$ cat src/rtl/parking_entry_keypad.sv
// Entry-side credential front end: sensor synchronization and debouncing,
// two-digit keypad code collection, and a timed code hand-off to the
// gate controller (entry_detect pulse plus held pass_1/pass_2).

// Two-flop synchronizer followed by a stability debouncer with edge flags.
module parking_entry_keypad_deb #(
   parameter int DEBOUNCE = 4
) (
   input  logic clk,
   input  logic rst_n,
   input  logic raw,
   output logic level,
   output logic rise,
   output logic fall
);
   localparam int CW = (DEBOUNCE > 1) ? $clog2(DEBOUNCE) : 1;
   localparam logic [CW-1:0] CMAX = CW'(DEBOUNCE - 1);

   logic [1:0]    sync;
   logic [CW-1:0] cnt;
   logic          level_q;

   // Synchronize, then accept a new level only after DEBOUNCE differing cycles.
   always_ff @(posedge clk or negedge rst_n) begin
      if (!rst_n) begin
         sync    <= 2'b00;
         cnt     <= '0;
         level   <= 1'b0;
         level_q <= 1'b0;
      end else begin
         sync    <= {sync[0], raw};
         level_q <= level;
         if (sync[1] != level) begin
            if (cnt == CMAX) begin
               level <= sync[1];
               cnt   <= '0;
            end else begin
               cnt <= cnt + CW'(1);
            end
         end else begin
            cnt <= '0;
         end
      end
   end

   assign rise = level & ~level_q;
   assign fall = ~level & level_q;
endmodule

module parking_entry_keypad #(
   parameter int HOLD_CYCLES = 8,
   parameter int TIMEOUT     = 1000,
   parameter int DEBOUNCE    = 4
) (
   input  logic       clk,
   input  logic       rst_n,
   input  logic       key_valid,
   input  logic [3:0] key_code,
   input  logic       car_present,
   input  logic       car_leaving,
   output logic       entry_detect,
   output logic       exit_detect,
   output logic [1:0] pass_1,
   output logic [1:0] pass_2,
   output logic       busy,
   output logic       key_err
);
   localparam int TW = (TIMEOUT > 1) ? $clog2(TIMEOUT) : 1;
   localparam int HW = (HOLD_CYCLES > 1) ? $clog2(HOLD_CYCLES) : 1;
   localparam logic [TW-1:0] TMR_MAX  = TW'(TIMEOUT - 1);
   localparam logic [HW-1:0] HOLD_MAX = HW'(HOLD_CYCLES - 1);
   localparam logic [3:0] K_CLEAR = 4'hA;
   localparam logic [3:0] K_ENTER = 4'hE;

   typedef enum logic [2:0] {IDLE, DIGIT1, DIGIT2, CONFIRM, SEND} state_t;

   state_t        state, state_nxt;
   logic [1:0]    d1, d2, d1_nxt, d2_nxt;
   logic [TW-1:0] tmr, tmr_nxt;
   logic [HW-1:0] hold, hold_nxt;
   logic          err_nxt;
   logic          pres_lvl, pres_rise, pres_fall;
   logic          leave_lvl, leave_rise, leave_fall;
   logic          is_digit, is_clear, is_enter;

   parking_entry_keypad_deb #(.DEBOUNCE(DEBOUNCE)) u_pres_deb (
      .clk(clk), .rst_n(rst_n), .raw(car_present),
      .level(pres_lvl), .rise(pres_rise), .fall(pres_fall)
   );

   parking_entry_keypad_deb #(.DEBOUNCE(DEBOUNCE)) u_leave_deb (
      .clk(clk), .rst_n(rst_n), .raw(car_leaving),
      .level(leave_lvl), .rise(leave_rise), .fall(leave_fall)
   );

   assign is_digit = (key_code[3:2] == 2'b00);
   assign is_clear = (key_code == K_CLEAR);
   assign is_enter = (key_code == K_ENTER);

   // Next state, digit capture, inter-key timer and SEND hold counter.
   // Priority while collecting: car departure, then key, then timeout.
   always_comb begin
      state_nxt = state;
      d1_nxt    = d1;
      d2_nxt    = d2;
      tmr_nxt   = tmr;
      hold_nxt  = hold;
      err_nxt   = 1'b0;
      case (state)
         IDLE: begin
            d1_nxt  = 2'b00;
            d2_nxt  = 2'b00;
            tmr_nxt = '0;
            if (pres_rise) state_nxt = DIGIT1;
         end
         DIGIT1, DIGIT2, CONFIRM: begin
            if (pres_fall) begin
               state_nxt = IDLE;
               d1_nxt    = 2'b00;
               d2_nxt    = 2'b00;
               tmr_nxt   = '0;
            end else if (key_valid) begin
               tmr_nxt = '0;
               if (state == DIGIT1) begin
                  if (is_digit) begin
                     d1_nxt    = key_code[1:0];
                     state_nxt = DIGIT2;
                  end else if (!is_clear) begin
                     err_nxt = 1'b1;
                  end
               end else if (state == DIGIT2) begin
                  if (is_digit) begin
                     d2_nxt    = key_code[1:0];
                     state_nxt = CONFIRM;
                  end else if (is_clear) begin
                     d1_nxt    = 2'b00;
                     state_nxt = DIGIT1;
                  end else begin
                     err_nxt = 1'b1;
                  end
               end else begin
                  if (is_enter) begin
                     hold_nxt  = '0;
                     state_nxt = SEND;
                  end else if (is_clear) begin
                     d1_nxt    = 2'b00;
                     d2_nxt    = 2'b00;
                     state_nxt = DIGIT1;
                  end else begin
                     err_nxt = 1'b1;
                  end
               end
            end else if (tmr == TMR_MAX) begin
               err_nxt   = 1'b1;
               state_nxt = IDLE;
               d1_nxt    = 2'b00;
               d2_nxt    = 2'b00;
               tmr_nxt   = '0;
            end else begin
               tmr_nxt = tmr + TW'(1);
            end
         end
         SEND: begin
            if (hold == HOLD_MAX) begin
               hold_nxt  = '0;
               state_nxt = IDLE;
            end else begin
               hold_nxt = hold + HW'(1);
            end
         end
         default: state_nxt = IDLE;
      endcase
   end

   // State, working registers and registered outputs derived from next state.
   always_ff @(posedge clk or negedge rst_n) begin
      if (!rst_n) begin
         state        <= IDLE;
         d1           <= 2'b00;
         d2           <= 2'b00;
         tmr          <= '0;
         hold         <= '0;
         entry_detect <= 1'b0;
         exit_detect  <= 1'b0;
         pass_1       <= 2'b00;
         pass_2       <= 2'b00;
         busy         <= 1'b0;
         key_err      <= 1'b0;
      end else begin
         state        <= state_nxt;
         d1           <= d1_nxt;
         d2           <= d2_nxt;
         tmr          <= tmr_nxt;
         hold         <= hold_nxt;
         entry_detect <= (state == CONFIRM) && (state_nxt == SEND);
         exit_detect  <= leave_rise;
         pass_1       <= (state_nxt == SEND) ? d1_nxt : 2'b00;
         pass_2       <= (state_nxt == SEND) ? d2_nxt : 2'b00;
         busy         <= (state_nxt != IDLE);
         key_err      <= err_nxt;
      end
   end
endmodule

$ cat config.mk
export PLATFORM = sky130hd
export DESIGN_NAME = parking_entry_keypad
export DESIGN_NICKNAME = d
export VERILOG_FILES = /design/src/rtl/parking_entry_keypad.sv
export SDC_FILE = /design/constraint.sdc
export NUM_CORES = 1
export LEC_CHECK = 0
export ABC_AREA = 0
export CAP_MARGIN = 25
export CORE_MARGIN = 8
export CORE_UTILIZATION = 56
export CTS_CLUSTER_DIAMETER = 40
export DETAILED_ROUTE_END_ITERATION = 7
export PLACE_DENSITY = 0.78
export RECOVER_POWER = 50
export SYNTH_ARGS = -nofsm -noshare
export SYNTH_HDL_FRONTEND = slang
export SYNTH_SLANG_ARGS = --single-unit
$ cat constraint.sdc
create_clock -name clk -period 2.1 [get_ports clk]
set_clock_uncertainty 0.05 [all_clocks]
set_input_delay 0.63 -clock clk [delete_from_list [all_inputs] [get_ports clk]]
set_output_delay 0.63 -clock clk [all_outputs]
set_load 0.01 [all_outputs]
Word level (Yosys, flattened, before mapping):

Cells that the tools add are included.

* flip-flop bits (word level): 40
* bits of input ports: 9
* output and inout bits: 8
* logic and storage cells: 114

* add/subtract/negate cells: 4
* equal/unequal tests: 18
* muxes and demuxes: 57
* bitwise gates (word level): 6
* reductions and logical operators: 10

Operator list (number)
* 3-bit two-way mux: 17
* 2-bit two-way mux: 23
* 10-bit two-way mux: 3
* 10-bit case mux with 2 select lines: 1
* 10-bit by 1-bit adder with 10-bit output, second input constant: 1
* 10-bit == test, second input constant: 1
* 2-bit != test, second input constant: 5
* 3-bit == test, second input constant: 3
* 1-bit two-way mux: 9
* 3-bit case mux with 3 select lines: 1
* 4-bit == test, second input constant: 2
* 2-bit case mux with 2 select lines: 2
* 3-bit by 2-bit == test with 1-bit output, second input constant: 2
* 3-bit case mux with 2 select lines: 1
* 6-bit AND reduction: 1
* 2-bit by 1-bit adder with 2-bit output, second input constant: 2
* 2-bit == test, second input constant: 2
* 2-bit AND reduction: 2
* 2-bit nonzero test: 2
* 3-bit by 1-bit adder with 3-bit output, second input constant: 1
* 1-bit AND: 3
* 3-bit by 1-bit == test with 1-bit output, second input constant: 1
* 3-bit logical NOT: 1
* 1-bit NOT: 3
* 5 further kinds: 6

Longest topological paths before layout:

* word-level depth: 10
* gate-level depth with buffers: 7
* mapped depth without buffers: 6

Cells and area by module:

A second synthesis with hierarchy kept.

* cells, all modules: 192
* area, all modules: 2015.7 um^2

Modules (own cells, without submodules)
* parking_entry_keypad: instances 1, cells an instance 166, area each 1590.3 um^2, seq. area each 700.7 um^2
* parking_entry_keypad_deb: instances 2, cells an instance 13, area each 212.7 um^2, seq. area each 150.1 um^2

Least setup slack after synthesis:

No wires, ideal clock.

* path type: input -> register
* from: input key_code[3]
* to: register busy
* setup time: 0.131 ns
* arrival: 1.712 ns
* required time: 1.919 ns
* setup slack: 0.206 ns
* cell stages on the path: 5
* path buffers: 0
* path through: nor3_1 > mux2i_1 > o21a_1 > a221o_1 > or3_1

* cells in the longest elaborated chain, start to end: 9
* elaborated cells on any way between the ends: 13
* classes of those cells: 2 x eq/ne; 9 x mux; 2 x reduce/logical

Ends and longest elaborated chain
* start, declared: line 58 `input logic [3:0] key_code,`
* 4-bit == test: line 97 `assign is_clear = (key_code == K_CLEAR);`
* 3-bit two-way mux: line 135, 145
* 3-bit two-way mux (on tied branches): line 142, 132
* 3-bit two-way mux: line 131 `end else if (state == DIGIT2) begin`
* 3-bit two-way mux (*): line 124 `if (state == DIGIT1) begin`
* 3-bit two-way mux (*): line 122 `end else if (key_valid) begin`
* 3-bit two-way mux (*): line 117 `if (pres_fall) begin`
* 3-bit case mux with 3 select lines (*): line 109 `case (state)`
* via state_nxt[0]: line 77 `state_t state, state_nxt;`
* 3-bit nonzero test (*): line 199 `busy <= (state_nxt != IDLE);`
* end signal, assigned: line 199
* end, declared: line 65 `output logic busy,`

Mark *: on every way through the listed nets, which the timed path passes. The rest lies on a longest branch.
A chain may end at the register's enable or synchronous reset.

Worst setup path after layout:

* from: input key_code[0]
* to: register busy

* cells in the longest elaborated chain, start to end: 9
* elaborated cells on any way between the ends: 11
* classes of those cells: 2 x eq/ne; 8 x mux; 1 x reduce/logical

Ends and longest elaborated chain (line)
* 4-bit == test: 97
* 3-bit two-way mux: 135, 145
* 3-bit two-way mux (on tied branches): 142, 132
* 3-bit two-way mux (*): 131
* 3-bit two-way mux (*): 124
* 3-bit two-way mux (*): 122
* 3-bit two-way mux (*): 117
* 3-bit case mux with 3 select lines (*): 109
* via state_nxt[0]: 77
* 3-bit nonzero test (*): 199

Marked as above.

==> results.py <==
metrics = {
    "outcome": {
        "outcome": "complete, no violations",
    },
    "pwr": {
        "power_density_nw_per_um2": 821.5,
        "p_int_mw": 1.346,
        "p_seq_share_pct": 50.6,
        "leakage_nw": 1.030,
        "vdd_drop_max_mv": 0.4846,
        "power.switching_mw": 0.5329,
        "p_clk_share_pct": 26.7,
        "comb_power_share_pct": 22.7,
        "p_sw_share_pct": 28.36,
    },
    "final_layout": {
        "num_antenna_cells": 0,
        "fin_nets": 228,
        "area_growth_pct": 23.51,
        "finish.utilization_pct": 70.20,
        "drive_gt1_share_pct": 19.53,
    },
    "sta": {
        "fmax_mhz": 487.6,
        "max-slew-margin-rel_pct": 35.94,
        "hold_viol": 0,
        "slew_viol_final": 0,
        "tns_ns": 0,
        "finalSetupViolations": 0,
        "fin_crit_ns": 2.051,
        "finalCritPeriodShare_pct": 97.66,
        "tightestPinTransition_ns": 0.9609,
        "fin_ws_ns": 0.04914,
        "rsz0062_at_grt": "no",
    },
    "global_route": {
        "grt_max_degree": 41,
        "track_usage_pct": 15.84,
        "grt_pass1_vias": 1512,
        "met2_usage_pct": 26.48,
        "grt_first_pass_wirelength_um": 6817,
        "use_met3_pct": 4.093,
        "grt-busiest-layer": "met2",
        "overflow": 0,
        "grt_use_met1_pct": 19.26,
        "antenna_found_initial": 0,
    },
    "yosys": {
        "syn_area_um2": 1852,
        "avgSynthCellArea_um2": 10.64,
        "yosys_register_bits": 40,
        "synthFlopType": "dfrtp_1",
        "synth_cell_types": 48,
        "syn_inst": 174,
        "async_flop_share_pct": 100.0,
        "synth_edf_count": 0,
        "seq_area_frac_synth_pct": 54.05,
        "synthesis.nets": 188,
        "yosysWarnings": 0,
    },
    "cts": {
        "clock_sinks": 40,
        "cts_root_buf": "clkbuf_4",
        "clock_path_buffers": 2,
        "htreeDepth": 2,
        "cts_buffers": 5,
        "cts_tree": "done",
        "insertion_delay_ns": 0.34,
        "hold_buffers": 0,
        "path_clk_slew_ns": 0.13,
    },
    "die": {
        "die_h_um": 73.51,
        "start_util_pct": 56.84,
        "io_pins": 17,
        "design.die.area_um2": 5403,
        "die_w_um": 73.51,
        "core_area_um2": 3258,
        "rows": 21,
    },
    "route": {
        "dr.pass1.iters": 4,
        "final_antenna_net_count": 0,
        "wl_per_cell_um": 14.61,
        "drc": 0,
        "drt_wl_total_um": 3812,
        "viasPerCell": 5.659,
        "drtIter0Drc": 119,
        "vias": 1477,
    },
    "hold_path": {
        "hold_class": "reg2reg",
    },
    "setup_path": {
        "end_kind": "flip-flop",
        "required_ns": 2.27,
        "start_kind": "input port",
        "path_max_fanout": 5,
        "crit_arrival_ns": 2.22,
        "slowest_stage": "clkdlybuf4s50_1",
        "crit_chain": "clkdlybuf4s50_1, nand3b_1, nor2_1, o21a_1, a221o_1, or3_1",
        "crit_path_max_incr_delay_ns": 0.47,
        "crit_type": "in2reg",
    },
    "placed_design": {
        "io_buffer_count": 16,
        "place.gp.congestion": 0.9014,
        "dpl_worst_slack_ns": -0.3396,
        "hpwlAfterDp_um": 2740,
    },
    "flow_run": {
        "cap_violations": 0,
    },
}
## worst paths after layout
kind,startpoint,depth (start not counted),to,slack [ns]
worst min-delay path,u_pres_deb.sync[0],0,u_pres_deb.sync[1],0.30
worst max-delay path,key_code[0],6,busy,0.05
max in group asynchronous,rst_n,2,tmr[4],0.95
min in group asynchronous,rst_n,2,pass_2[1],0.46
worst max register to register,tmr[0],6,busy,0.14
worst min register to register,u_pres_deb.sync[0],0,u_pres_deb.sync[1],0.30
## final cells by class
class / count / area [um2]
Inverter: 7 / 26.28
Fill cell: 262 / 970.9
Clock inverter: 3 / 42.54
Timing Repair Buffer: 36 / 307.8
Clock buffer: 5 / 37.54
Sequential cell: 40 / 1001
Multi-Input combinational cell: 124 / 814.5
Tap cell: 46 / 57.56
## stage by stage
| step | instances | instance area [um2] | power (mW) | hold WS [ns] |
|---|---|---|---|---|
| floorplan | 174 | 1852 | 1.217 | 0.2812 |
| global placement | 252 | 2188 | 1.363 | 0.2846 |
| detailed placement | 252 | 2188 | 1.389 | 0.2878 |
| CTS | 260 | 2268 | 1.888 | 0.2844 |
| global route | 261 | 2287 | 1.988 | 0.3223 |
| finish | 261 | 2287 | 1.879 | 0.2999 |
## per-layer routing
layer / part of all wire, % / up-vias / wire [um]
met4: 2.0 / 0 / 78
met5: 0 / - / 0
met2: 50 / 39 / 1909
met3: 4.7 / 11 / 178
li1: - / 706 / -
met1: 43 / 721 / 1645
## registers in the layout (all words and copies together), names as in the netlist
signal,count
state,3
busy,1
u_leave_deb.level_q,1
u_leave_deb.cnt,2
u_pres_deb.cnt,2
d1,2
hold,3
u_leave_deb.sync,2
tmr,10
pass_2,2
u_pres_deb.sync,2
u_pres_deb.level_q,1
u_pres_deb.level,1
u_leave_deb.level,1
exit_detect,1
d2,2
key_err,1
entry_detect,1
pass_1,2
## cell usage in the layout (no fill, tap or decap), types with 2 or more instances in the layout
cell / Yosys / final
ha_1: 5 / 5
xor2_1: 3 / 3
o21ai_0: 14 / 14
nor2_1: 14 / 14
o31ai_1: 2 / 2
nand2_1: 12 / 12
or3_1: 3 / 3
clkbuf_4: 0 / 5
clkdlybuf4s50_1: 0 / 13
dlymetal6s2s_1: 0 / 2
inv_1: 6 / 6
and3_1: 2 / 2
dfrtp_1: 40 / 40
mux2i_1: 2 / 2
nand4_1: 4 / 4
o21ai_1: 2 / 2
nor3b_1: 3 / 3
buf_4: 2 / 19
o211ai_1: 2 / 2
a21oi_1: 7 / 6
nor3_1: 6 / 5
mux2_2: 2 / 2
xnor2_1: 5 / 5
nor2b_1: 3 / 3
nand3_1: 8 / 8
a22o_1: 2 / 2
## critical path, delay by kind of cell
kind	cells	cell delay, ns
AO/OA/AOI/OAI	2	0.52
buffers and inverters	1	0.47
AND/OR/NAND/NOR	3	0.61
## cells in the mapped netlist, types with 2 or more instances
library cell,count,area (um2)
inv_1,6,22.52
nand4_1,4,25.02
ha_1,5,62.56
nand2_1,12,45.04
xor2_1,3,26.28
mux2i_1,2,20.02
nor3_1,6,30.03
o211ai_1,2,15.01
nor3b_1,3,22.52
a22o_1,2,17.52
xnor2_1,5,43.79
mux2_2,2,22.52
o31ai_1,2,15.01
o21ai_0,14,70.07
o21ai_1,2,10.01
nor2b_1,3,18.77
or3_1,3,18.77
dfrtp_1,40,1001
and3_1,2,12.51
nand3_1,8,40.04
a21oi_1,7,35.03
nor2_1,14,52.55
buf_4,2,15.01
## logic make-up after synthesis
group / synth area share, %
AO/OA/AOI/OAI: 12.37
multiplexers: 2.297
AND/OR/NAND/NOR: 21.69
buffers and inverters: 2.432
adder cells (fa/ha/maj): 3.378
XOR/XNOR: 3.784
flip-flops: 54.05
## repair_timing
action,4_1_cts,5_1_grt
setup endpoints to repair,0,7
resized for setup,0,4
setup buffers,0,2
## power by group through the flow
stage	sequential, mW	combinational, mW	clock, mW
CTS	0.951	0.424	0.513
detailed placement	0.967	0.422	0
floorplan	0.948	0.269	0
global route	0.965	0.475	0.547
finish	0.951	0.427	0.501
global placement	0.961	0.403	0
Power figures use the tool's default switching activity.
